## config.mk

```make
export PLATFORM = sky130hd
export DESIGN_NAME = ecc_apb_engine_flat
export DESIGN_NICKNAME = d
export VERILOG_FILES = /design/src/rtl/ecc_apb_engine_if.sv /design/src/rtl/ecc_apb_engine.sv /design/src/flat_wrapper.sv
export SDC_FILE = /design/constraint.sdc
export NUM_CORES = 1
export LEC_CHECK = 0
export BUFFER_PORTS_ARGS = -buffer_cell sky130_fd_sc_hd__buf_2
export CAP_MARGIN = 20
export CORE_ASPECT_RATIO = 1.75
export CORE_MARGIN = 2
export CORE_UTILIZATION = 35
export DETAILED_ROUTE_END_ITERATION = 10
export PLACE_DENSITY_LB_ADDON = 0.3
export RECOVER_POWER = 100
export SETUP_SLACK_MARGIN = 0.4
export SYNTH_ARGS = -nofsm -noshare
export SYNTH_HDL_FRONTEND = slang
export SYNTH_SLANG_ARGS = --single-unit
```

## constraint.sdc

```tcl
create_clock -name PCLK -period 3.6 [get_ports PCLK]
set_clock_uncertainty 0.1 [all_clocks]
set_input_delay 0.18 -clock PCLK [delete_from_list [all_inputs] [get_ports PCLK]]
set_output_delay 0.18 -clock PCLK [all_outputs]
set_load 0.05 [all_outputs]
```

## src/rtl/ecc_apb_engine_if.sv

```systemverilog
// ecc_apb_engine_if: APB slave bus bundle for the ECC engine.
interface ecc_apb_engine_if #(
    parameter int AMBA_WORD       = 32,
    parameter int AMBA_ADDR_WIDTH = 20
);
    logic [AMBA_ADDR_WIDTH-1:0] PADDR;
    logic                       PSEL;
    logic                       PENABLE;
    logic                       PWRITE;
    logic [AMBA_WORD-1:0]       PWDATA;
    logic [AMBA_WORD-1:0]       PRDATA;
    logic                       PREADY;
    logic                       PSLVERR;
    modport master (output PADDR, PSEL, PENABLE, PWRITE, PWDATA, input PRDATA, PREADY, PSLVERR);
    modport slave  (input PADDR, PSEL, PENABLE, PWRITE, PWDATA, output PRDATA, PREADY, PSLVERR);
endinterface

```

## src/rtl/ecc_apb_engine.sv

```systemverilog
// ecc_apb_engine: APB-programmed extended-Hamming encoder/decoder for 8/16/32-bit codewords.
module ecc_apb_engine #(
    parameter int AMBA_WORD       = 32,
    parameter int AMBA_ADDR_WIDTH = 20,
    parameter int DATA_WIDTH      = 32
) (
    input  logic                  PCLK,
    input  logic                  PRESETn,
    ecc_apb_engine_if.slave       apb,
    output logic [DATA_WIDTH-1:0] data_out,
    output logic                  operation_done,
    output logic [1:0]            num_of_errors
);
    localparam logic [1:0] S_IDLE = 2'd0;
    localparam logic [1:0] S_ENC  = 2'd1;
    localparam logic [1:0] S_DEC  = 2'd2;
    localparam logic [1:0] S_DONE = 2'd3;

    // Position number of data bit j: 3,5,6,7,9..15,17..31
    function automatic logic [4:0] f_pos(input int j);
        return 5'(j < 1 ? 3 : j < 4 ? j + 4 : j < 11 ? j + 5 : j + 6);
    endfunction

    // Parity vector is the XOR of the position numbers of all set data bits
    function automatic logic [4:0] f_par(input logic [25:0] d);
        logic [4:0] c;
        c = '0;
        for (int j = 0; j < 26; j++) c = c ^ (d[j] ? f_pos(j) : 5'd0);
        return c;
    endfunction

    function automatic logic [31:0] f_wmask(input logic [1:0] s);
        return s == 2'd0 ? 32'h0000_00FF : s == 2'd1 ? 32'h0000_FFFF : 32'hFFFF_FFFF;
    endfunction

    function automatic logic [31:0] f_kmask(input logic [1:0] s);
        return s == 2'd0 ? 32'h0000_000F : s == 2'd1 ? 32'h0000_07FF : 32'h03FF_FFFF;
    endfunction

    logic [1:0]           r_state;
    logic [AMBA_WORD-1:0] r_ctrl;
    logic [AMBA_WORD-1:0] r_din;
    logic [AMBA_WORD-1:0] r_cwsel;
    logic [AMBA_WORD-1:0] r_noise;
    logic [1:0]           r_mode;
    logic [1:0]           r_wsel;
    logic [31:0]          r_work;
    logic [31:0]          r_nz;

    logic        w_wr;
    logic        w_idle;
    logic        w_wr_ok;
    logic [1:0]  w_addr;
    logic [25:0] w_ed;
    logic [4:0]  w_ec;
    logic        w_eov;
    logic [31:0] w_cw;
    logic [25:0] w_rd;
    logic [4:0]  w_rc;
    logic [4:0]  w_syn;
    logic        w_dov;
    logic [25:0] w_flip;
    logic [1:0]  w_nerr;
    logic [25:0] w_dec;
    logic        w_unused;

    assign w_wr     = apb.PSEL & apb.PENABLE & apb.PWRITE;
    assign w_idle   = r_state == S_IDLE;
    assign w_wr_ok  = w_wr & w_idle;
    assign w_addr   = apb.PADDR[3:2];
    assign w_unused = ^{apb.PADDR[AMBA_ADDR_WIDTH-1:4], apb.PADDR[1:0]};

    assign apb.PREADY  = 1'b1;
    assign apb.PSLVERR = w_wr & ~w_idle;
    assign apb.PRDATA  = (apb.PSEL && !apb.PWRITE) ?
                         (w_addr == 2'd0 ? r_ctrl : w_addr == 2'd1 ? r_din : w_addr == 2'd2 ? r_cwsel : r_noise) : '0;

    assign operation_done = r_state == S_DONE;

    // Encoder works on r_work already masked to K data bits
    assign w_ed  = r_work[25:0];
    assign w_ec  = f_par(w_ed);
    assign w_eov = ^{w_ed, w_ec};
    assign w_cw  = r_wsel == 2'd0 ? {24'd0, w_eov, w_ec[2:0], w_ed[3:0]} :
                   r_wsel == 2'd1 ? {16'd0, w_eov, w_ec[3:0], w_ed[10:0]} :
                                    {w_eov, w_ec, w_ed};

    // Decoder works on r_work already masked to W codeword bits
    assign w_rd  = r_wsel == 2'd0 ? {22'd0, r_work[3:0]} : r_wsel == 2'd1 ? {15'd0, r_work[10:0]} : r_work[25:0];
    assign w_rc  = r_wsel == 2'd0 ? {2'd0, r_work[6:4]} : r_wsel == 2'd1 ? {1'b0, r_work[14:11]} : r_work[30:26];
    assign w_syn = w_rc ^ f_par(w_rd);
    assign w_dov = ^r_work;

    always_comb begin
        w_flip = '0;
        for (int j = 0; j < 26; j++) w_flip[j] = f_pos(j) == w_syn;
    end

    assign w_nerr = w_dov ? 2'b01 : (w_syn != 5'd0 ? 2'b10 : 2'b00);
    assign w_dec  = w_nerr == 2'b10 ? 26'd0 : w_rd ^ (w_dov ? w_flip : 26'd0);

    always_ff @(posedge PCLK or negedge PRESETn) begin
        if (!PRESETn) begin
            r_state       <= S_IDLE;
            r_ctrl        <= '0;
            r_din         <= '0;
            r_cwsel       <= '0;
            r_noise       <= '0;
            r_mode        <= '0;
            r_wsel        <= '0;
            r_work        <= '0;
            r_nz          <= '0;
            data_out      <= '0;
            num_of_errors <= '0;
        end else begin
            if (w_wr_ok && w_addr == 2'd0) r_ctrl <= apb.PWDATA;
            if (w_wr_ok && w_addr == 2'd1) r_din <= apb.PWDATA;
            if (w_wr_ok && w_addr == 2'd2) r_cwsel <= apb.PWDATA;
            if (w_wr_ok && w_addr == 2'd3) r_noise <= apb.PWDATA;
            case (r_state)
                S_IDLE: if (w_wr_ok && w_addr == 2'd0) begin
                    r_mode  <= apb.PWDATA[1:0];
                    r_wsel  <= r_cwsel[1:0];
                    r_nz    <= r_noise[31:0] & f_wmask(r_cwsel[1:0]);
                    r_work  <= r_din[31:0] & (apb.PWDATA[1:0] == 2'b01 ? f_wmask(r_cwsel[1:0]) : f_kmask(r_cwsel[1:0]));
                    r_state <= apb.PWDATA[1:0] == 2'b01 ? S_DEC : S_ENC;
                end
                S_ENC: if (r_mode == 2'b00) begin
                    data_out      <= DATA_WIDTH'(w_cw);
                    num_of_errors <= 2'b00;
                    r_state       <= S_DONE;
                end else begin
                    r_work  <= w_cw ^ r_nz;
                    r_state <= S_DEC;
                end
                S_DEC: begin
                    data_out      <= DATA_WIDTH'(w_dec);
                    num_of_errors <= w_nerr;
                    r_state       <= S_DONE;
                end
                default: r_state <= S_IDLE;
            endcase
        end
    end
endmodule

```

## src/flat_wrapper.sv

```systemverilog
// flat-port wrapper written by rule: the top's interface ports become plain ports
module ecc_apb_engine_flat 
#(
    parameter int AMBA_WORD       = 32,
    parameter int AMBA_ADDR_WIDTH = 20,
    parameter int DATA_WIDTH      = 32
)
  (PCLK, PRESETn, data_out, operation_done, num_of_errors, apb_PADDR, apb_PSEL, apb_PENABLE, apb_PWRITE, apb_PWDATA, apb_PRDATA, apb_PREADY, apb_PSLVERR);
  ecc_apb_engine_if #(.AMBA_WORD(AMBA_WORD), .AMBA_ADDR_WIDTH(AMBA_ADDR_WIDTH)) apb_i ();
  input  logic PCLK;
  input  logic PRESETn;
  output logic [DATA_WIDTH-1:0] data_out;
  output logic operation_done;
  output logic [1:0] num_of_errors;
  input wire logic [$bits(apb_i.PADDR)-1:0] apb_PADDR;
  input wire logic [$bits(apb_i.PSEL)-1:0] apb_PSEL;
  input wire logic [$bits(apb_i.PENABLE)-1:0] apb_PENABLE;
  input wire logic [$bits(apb_i.PWRITE)-1:0] apb_PWRITE;
  input wire logic [$bits(apb_i.PWDATA)-1:0] apb_PWDATA;
  output wire logic [$bits(apb_i.PRDATA)-1:0] apb_PRDATA;
  output wire logic [$bits(apb_i.PREADY)-1:0] apb_PREADY;
  output wire logic [$bits(apb_i.PSLVERR)-1:0] apb_PSLVERR;
  assign apb_i.PADDR = apb_PADDR;
  assign apb_i.PSEL = apb_PSEL;
  assign apb_i.PENABLE = apb_PENABLE;
  assign apb_i.PWRITE = apb_PWRITE;
  assign apb_i.PWDATA = apb_PWDATA;
  assign apb_PRDATA = apb_i.PRDATA;
  assign apb_PREADY = apb_i.PREADY;
  assign apb_PSLVERR = apb_i.PSLVERR;
  ecc_apb_engine #(.AMBA_WORD(AMBA_WORD), .AMBA_ADDR_WIDTH(AMBA_ADDR_WIDTH), .DATA_WIDTH(DATA_WIDTH)) u_core (.PCLK(PCLK), .PRESETn(PRESETn), .apb(apb_i), .data_out(data_out), .operation_done(operation_done), .num_of_errors(num_of_errors));
endmodule
```

* Word-level counts from Yosys, hierarchy flattened
Cells that the tools add are included.
** Storage, ports and cells
- Flip-flop bits (word level) :: 232
** Cells by class
- Eq/ne operators :: 39
- Mux-type cells :: 82
- Bitwise operators :: 60
- Reductions and logical operators :: 19
** Operators by type and width (number)
- $mux W32 :: 13
- $xor A5 B5 Y5 :: 51
- $mux W5 :: 32
- $mux W26 :: 5
- $pmux W32 S2 :: 2
- $eq A5 B5 Y1 const A :: 15
- $and A32 B32 Y32 :: 2
- $mux W4 :: 14
- $eq A4 B5 Y1 const A :: 7
- $reduce_xor A32 Y1 :: 1
- $xor A32 B32 Y32 :: 1
- $reduce_xor A31 Y1 :: 1
- $xor A26 B26 Y26 :: 1
- $mux W3 :: 6
- $eq A3 B5 Y1 const A :: 3
- $mux W2 :: 7
- $eq A2 B1 Y1 const B :: 5
- $eq A2 B2 Y1 const B :: 5
- $logic_not A2 Y1 :: 5
- $pmux W2 S3 :: 1
- $eq A2 B5 Y1 const A :: 1
- $logic_and A1 B1 Y1 :: 5
- $reduce_bool A5 Y1 :: 1
- $and A1 B1 Y1 :: 4
- other kinds (9) :: 12

* Longest topological paths before layout
- Depth after elaboration :: 36
- Mapped depth :: 12
- Depth with buffers taken out :: 9

* Worst setup path after synthesis
OpenSTA, ideal clock, no wires.
- Path kind :: reg2reg
- Start :: reg u_core.r_work[17]
- End :: reg u_core.data_out[24]
- Arrival time :: 2.857 ns
- Data required time :: 3.406 ns
- Setup slack :: 0.549 ns
- Stages on the path, launching flop included :: 11
- Clock period less this slack :: 3.051 ns
- Cell sequence :: dfrtp_1 > xnor3_2 > xor2_2 > xnor3_2 > a22oi_4 > xor2_4 > nand2_4 > buf_6 > nor3_1 > xor2_1 > a211oi_1
** On the way
- Cells in the longest elaborated chain, start to end :: 19
- Elaborated cells between the ends (all ways) :: 23
- Those cells by class :: eq/ne: 2; mux: 8; bitwise: 11; reduce/logical: 2
** Ends and longest elaborated chain
- from (decl) :: RTL line ecc_apb_engine.sv:47 : logic [31:0] r_work;
- from (signal assigned) :: RTL line ecc_apb_engine.sv:125 : r_work <= r_din[31:0] & (apb.PWDATA[1:0] == 2'b01 ? f_wmask(r_cwsel[1:0]) : f_kmask(r_cwsel[1:0]));
- from (signal assigned) :: RTL line ecc_apb_engine.sv:133 : r_work <= w_cw ^ r_nz;
- $mux W26 (2 in series) :: RTL line ecc_apb_engine.sv:89 : assign w_rd = r_wsel == 2'd0 ? {22'd0, r_work[3:0]} : r_wsel == 2'd1 ? {15'd0, r_work[10:0]} : r_work[25:0];
- $mux W5 :: RTL line ecc_apb_engine.sv:28 : for (int j = 0; j < 26; j++) c = c ^ (d[j] ? f_pos(j) : 5'd0);
- $xor A5 B5 Y5 (9 in series) :: RTL line ecc_apb_engine.sv:28
- $xor A5 B5 Y5 :: RTL line ecc_apb_engine.sv:91 : assign w_syn = w_rc ^ f_par(w_rd);
- $reduce_bool A5 Y1 :: RTL line ecc_apb_engine.sv:99 : assign w_nerr = w_dov ? 2'b01 : (w_syn != 5'd0 ? 2'b10 : 2'b00);
- $mux W2 (2 in series) :: RTL line ecc_apb_engine.sv:99
- $eq A2 B2 Y1 :: RTL line ecc_apb_engine.sv:100 : assign w_dec = w_nerr == 2'b10 ? 26'd0 : w_rd ^ (w_dov ? w_flip : 26'd0);
- $mux W26 (*) :: RTL line ecc_apb_engine.sv:100
- $pmux W32 S2 (*) :: RTL line ecc_apb_engine.sv:120 : case (r_state)
- to (signal assigned) :: RTL line ecc_apb_engine.sv:129 : data_out <= DATA_WIDTH'(w_cw);
- to (signal assigned) :: RTL line ecc_apb_engine.sv:137 : data_out <= DATA_WIDTH'(w_dec);
- to (decl) :: RTL line ecc_apb_engine.sv:10 : output logic [DATA_WIDTH-1:0] data_out,
Mark *: on every way between the ends. The rest lies on a longest branch, timed or not.
A chain may end at the register's enable or synchronous reset.

* Worst setup path in the final report
- Start :: reg u_core.r_work[4]
- End :: reg u_core.data_out[8]
** On the way
- Cells in the longest elaborated chain, start to end :: 32
- Elaborated cells between the ends (all ways) :: 37
- Those cells by class :: eq/ne: 2; mux: 9; bitwise: 24; reduce/logical: 2
** Ends and longest elaborated chain (RTL line)
- $mux W26 (2 in series) :: ecc_apb_engine.sv:89
- $mux W4 :: ecc_apb_engine.sv:28
- $xor A5 B5 Y5 (22 in series) :: ecc_apb_engine.sv:28
- $xor A5 B5 Y5 :: ecc_apb_engine.sv:91
- $reduce_bool A5 Y1 :: ecc_apb_engine.sv:99
- $mux W2 (2 in series) :: ecc_apb_engine.sv:99
- $eq A2 B2 Y1 :: ecc_apb_engine.sv:100
- $mux W26 (*) :: ecc_apb_engine.sv:100
- $pmux W32 S2 (*) :: ecc_apb_engine.sv:120
Marks and branches as above.

==> impl_results.md <==
- Final Critical Period: 3.28 ns
- Run status: finished with violations
- Max Cap Violations: 2
- Worst-path clk slew: around 0.06 ns
- Ys Warns: 0
- GP Congestion: between 0.9 and 1
- I/O pin count: 126
- WHS Endpoint: u_core.r_ctrl[19]
- Ys flop type: dfrtp_1
- Post-synth EDFFs: 0
- Commonest non-fill, non-tap cell in the layout: dfrtp_1
- Non-Filler Instances: between 1500 and 2000
- CTS tree: done
- Pin count of the biggest net entering global routing: 83
- GR peak layer: met2
- Most frequent cells in the layout: dfrtp_1 (228), nand2_1 (226), mux2_2 (96)
- WHS Path Cells: 4
- Port Buffers: 106
- Via/cell ratio: 5.09
- Detailed-route via count: slightly below 9000
- Antenna cells: 0
- FF-to-FF Start: u_core.r_work[4]
- Final Max Tran Viols: ~150
- Share of layout cells above drive strength 1: 24.1%
- Actual slew at the worst max-slew pin: 2.18 ns
- Core area: 0.0346 sq mm
- CP Max Fanout: 18
- GRT overflow: 0
- Total CTS buffers: 23
- Layout overhead on the synthesized area: 19.2%
- Fin Setup TNS: 0 ns
- Final period util: 91.1%
- Initial antenna violation count: 0
- Hold WC Path Type: primary input to flop
- Seq/Total Area, Yosys: a little under half
- Peak Freq: 0.305 GHz
- Die area: roughly 0.037 sq mm
- Hpwl dp: 24.0 mm
- Worst slew margin: -45.3%
- Final nets: 1331
- Reg2Reg Depth: 10
- Pre-Repair DR Iteration Count: 5
- Gate Count Post-Synth: 1130
- Final setup viols: 0
- Drt drc: 0
- Worst Hold Slack: approximately 0.32 ns
- Initial drt markers: about 530
- Worst endpoint data arrival time: 3.61 ns
- Global-route wire length before repair: 53.3 mm
- Final hold vios: 0
- Starting Density: 35.6%
- # rows: 90
- Post-synth net total: 1191
- Ys async rst share: 100%
- Clock tree buffer depth: 3
- Yosys reg bits: between 200 and 250
- GRT Util Overall: 18.3%
- Reg2Reg Setup Slack: 0.32 ns
- HP Start: apb_PWDATA[19]
- Post-Syn Area: about 0.012 sq mm
- Worst Path Required: 3.93 ns
- WL/cell: a little under 20 um
- Die W: 146 um
- Met3 usage: 2.26%
- Total Wirelength: 33.6 mm
- Final antenna-violating net count: 0
- H-tree levels: 1
- Reg2Reg Capture Point: u_core.data_out[8]
- Global-route met1 utilization: 22.5%
- Die height: about 250 um
- Synth unique cells: 65
- Vias in the first global route: 9254
- Worst-Skew Late Latency: 0.53 ns
- Crit path capture type: flop
- CTS root buffer: clkbuf_16
- Crit Path Class: flop to flop
- CTS sink count: 232
- Avg Cell Area, Syn: 10.9 sq um
- CP Launch Type: flop
- Failing checks: max-capacitance violations, max-slew violations
- # fillers: 3404
- RSZ-0062 raised after global routing: true
- Placed insts: about 1700
- Grt met2 use: 32.1%
==> worst max-delay path by stage <==
stage / depth (start not counted) / start / slack (ns) / end
floorplan: 10 / u_core.r_work[17] / 0.55 / u_core.data_out[24]
global placement: 8 / u_core.r_work[17] / 0.17 / u_core.data_out[22]
detailed placement: 8 / u_core.r_work[17] / 0.09 / u_core.data_out[8]
CTS: 9 / u_core.r_work[7] / 0.41 / u_core.data_out[20]
global route: 10 / u_core.r_work[4] / 0.20 / u_core.data_out[20]
finish: 10 / u_core.r_work[4] / 0.32 / u_core.data_out[8]
==> cell usage after synthesis (all sizes together) (5+ instances only) <==
cell type  instances  area share [%]
a211oi            17             1.3
a21oi              9            0.37
a221oi            15             1.1
a22o               5            0.36
a22oi              6            0.48
a32oi             10            0.71
buf               19            0.79
clkbuf            60             1.9
dfrtp            232              47
inv               19            0.58
mux2              96             8.8
mux2i             11             1.0
mux4              32             5.9
nand2            230             7.1
nand2b             5            0.25
nand3             53             2.2
nor2              69             2.1
nor2b             35             1.8
nor3              18            0.96
o211ai            10            0.61
o21ai             29             1.2
o221ai             6            0.43
or2                5            0.27
xnor2             48             3.5
xnor3             16             3.0
xor2              37             3.1
==> area by class of cell <==
class	count	area [sq um]	area share (%)
clock buffers	31	676	4.61
clock inverters	9	83.8	0.572
inverters	20	75.1	0.512
multi-input cells	799	6230	42.5
flip-flops and latches	232	5810	39.6
well taps	460	576	3.93
repair buffers	194	1210	8.25
==> per-layer routing <==
layer | part of all wire, % | wire, um
met2 | 51 | 17000
met3 | 4.0 | 1340
met5 | 0 | 0
met4 | 4.3 | 1440
met1 | 41 | 13800
==> flip-flops by register name, indices dropped and copies added, names as in the netlist <==
name	cells
u_core.num_of_errors	2
u_core.r_state	2
u_core.r_work	32
u_core.r_nz	32
u_core.r_noise	32
u_core.r_wsel	2
u_core.r_mode	2
u_core.r_din	32
u_core.r_ctrl	32
u_core.r_cwsel	32
u_core.data_out	32
==> metrics by stage <==
stage	setup slack, ns	utilization (%)	cell area (sq um)
detailed placement	0.0907	39.1	13500
finish	0.322	42.4	14700
global placement	0.169	39.1	13500
floorplan	0.549	-	12300
global route	0.200	42.4	14700
CTS	0.406	42.3	14600
==> critical path, cell delays in order, from the launching register on <==
cell      delay, ns
dfrtp_1        0.45
xor3_1         0.52
mux2i_2        0.27
xnor3_1        0.37
xor2_1         0.23
or2_4          0.32
o41ai_4        0.28
clkbuf_1       0.21
nor2_1         0.10
buf_12         0.16
a211oi_1       0.18
==> logic make-up (layout without fill, tap and decap cells) <==
kind of cell               Yosys count  in the layout  share of synthesized area (%)
AOI/OAI and AO/OA                  123            123                           7.82
buffers and inverters               99            254                           3.25
other                                1              1                         0.0305
and+or+nand+nor                    427            427                           15.3
DFF                                232            232                           47.2
muxes                              139            139                           15.6
xor gates and xnor gates           105            105                           10.4
adders and majority gates            4              4                          0.407
==> timing repair <==
action / 4_1_cts / 5_1_grt
pin swaps: 3 / 12
endpoints found under the setup margin: 29 / 31
resized for setup: 7 / 28
hold endpoints to repair: 209 / 0
gates cloned: 0 / 0
hold buffers: 33 / 0
buffers inserted: 1 / 9
Power is not shown: default switching activity piles up to over one toggle a cycle in this logic, so the estimate is an artifact.
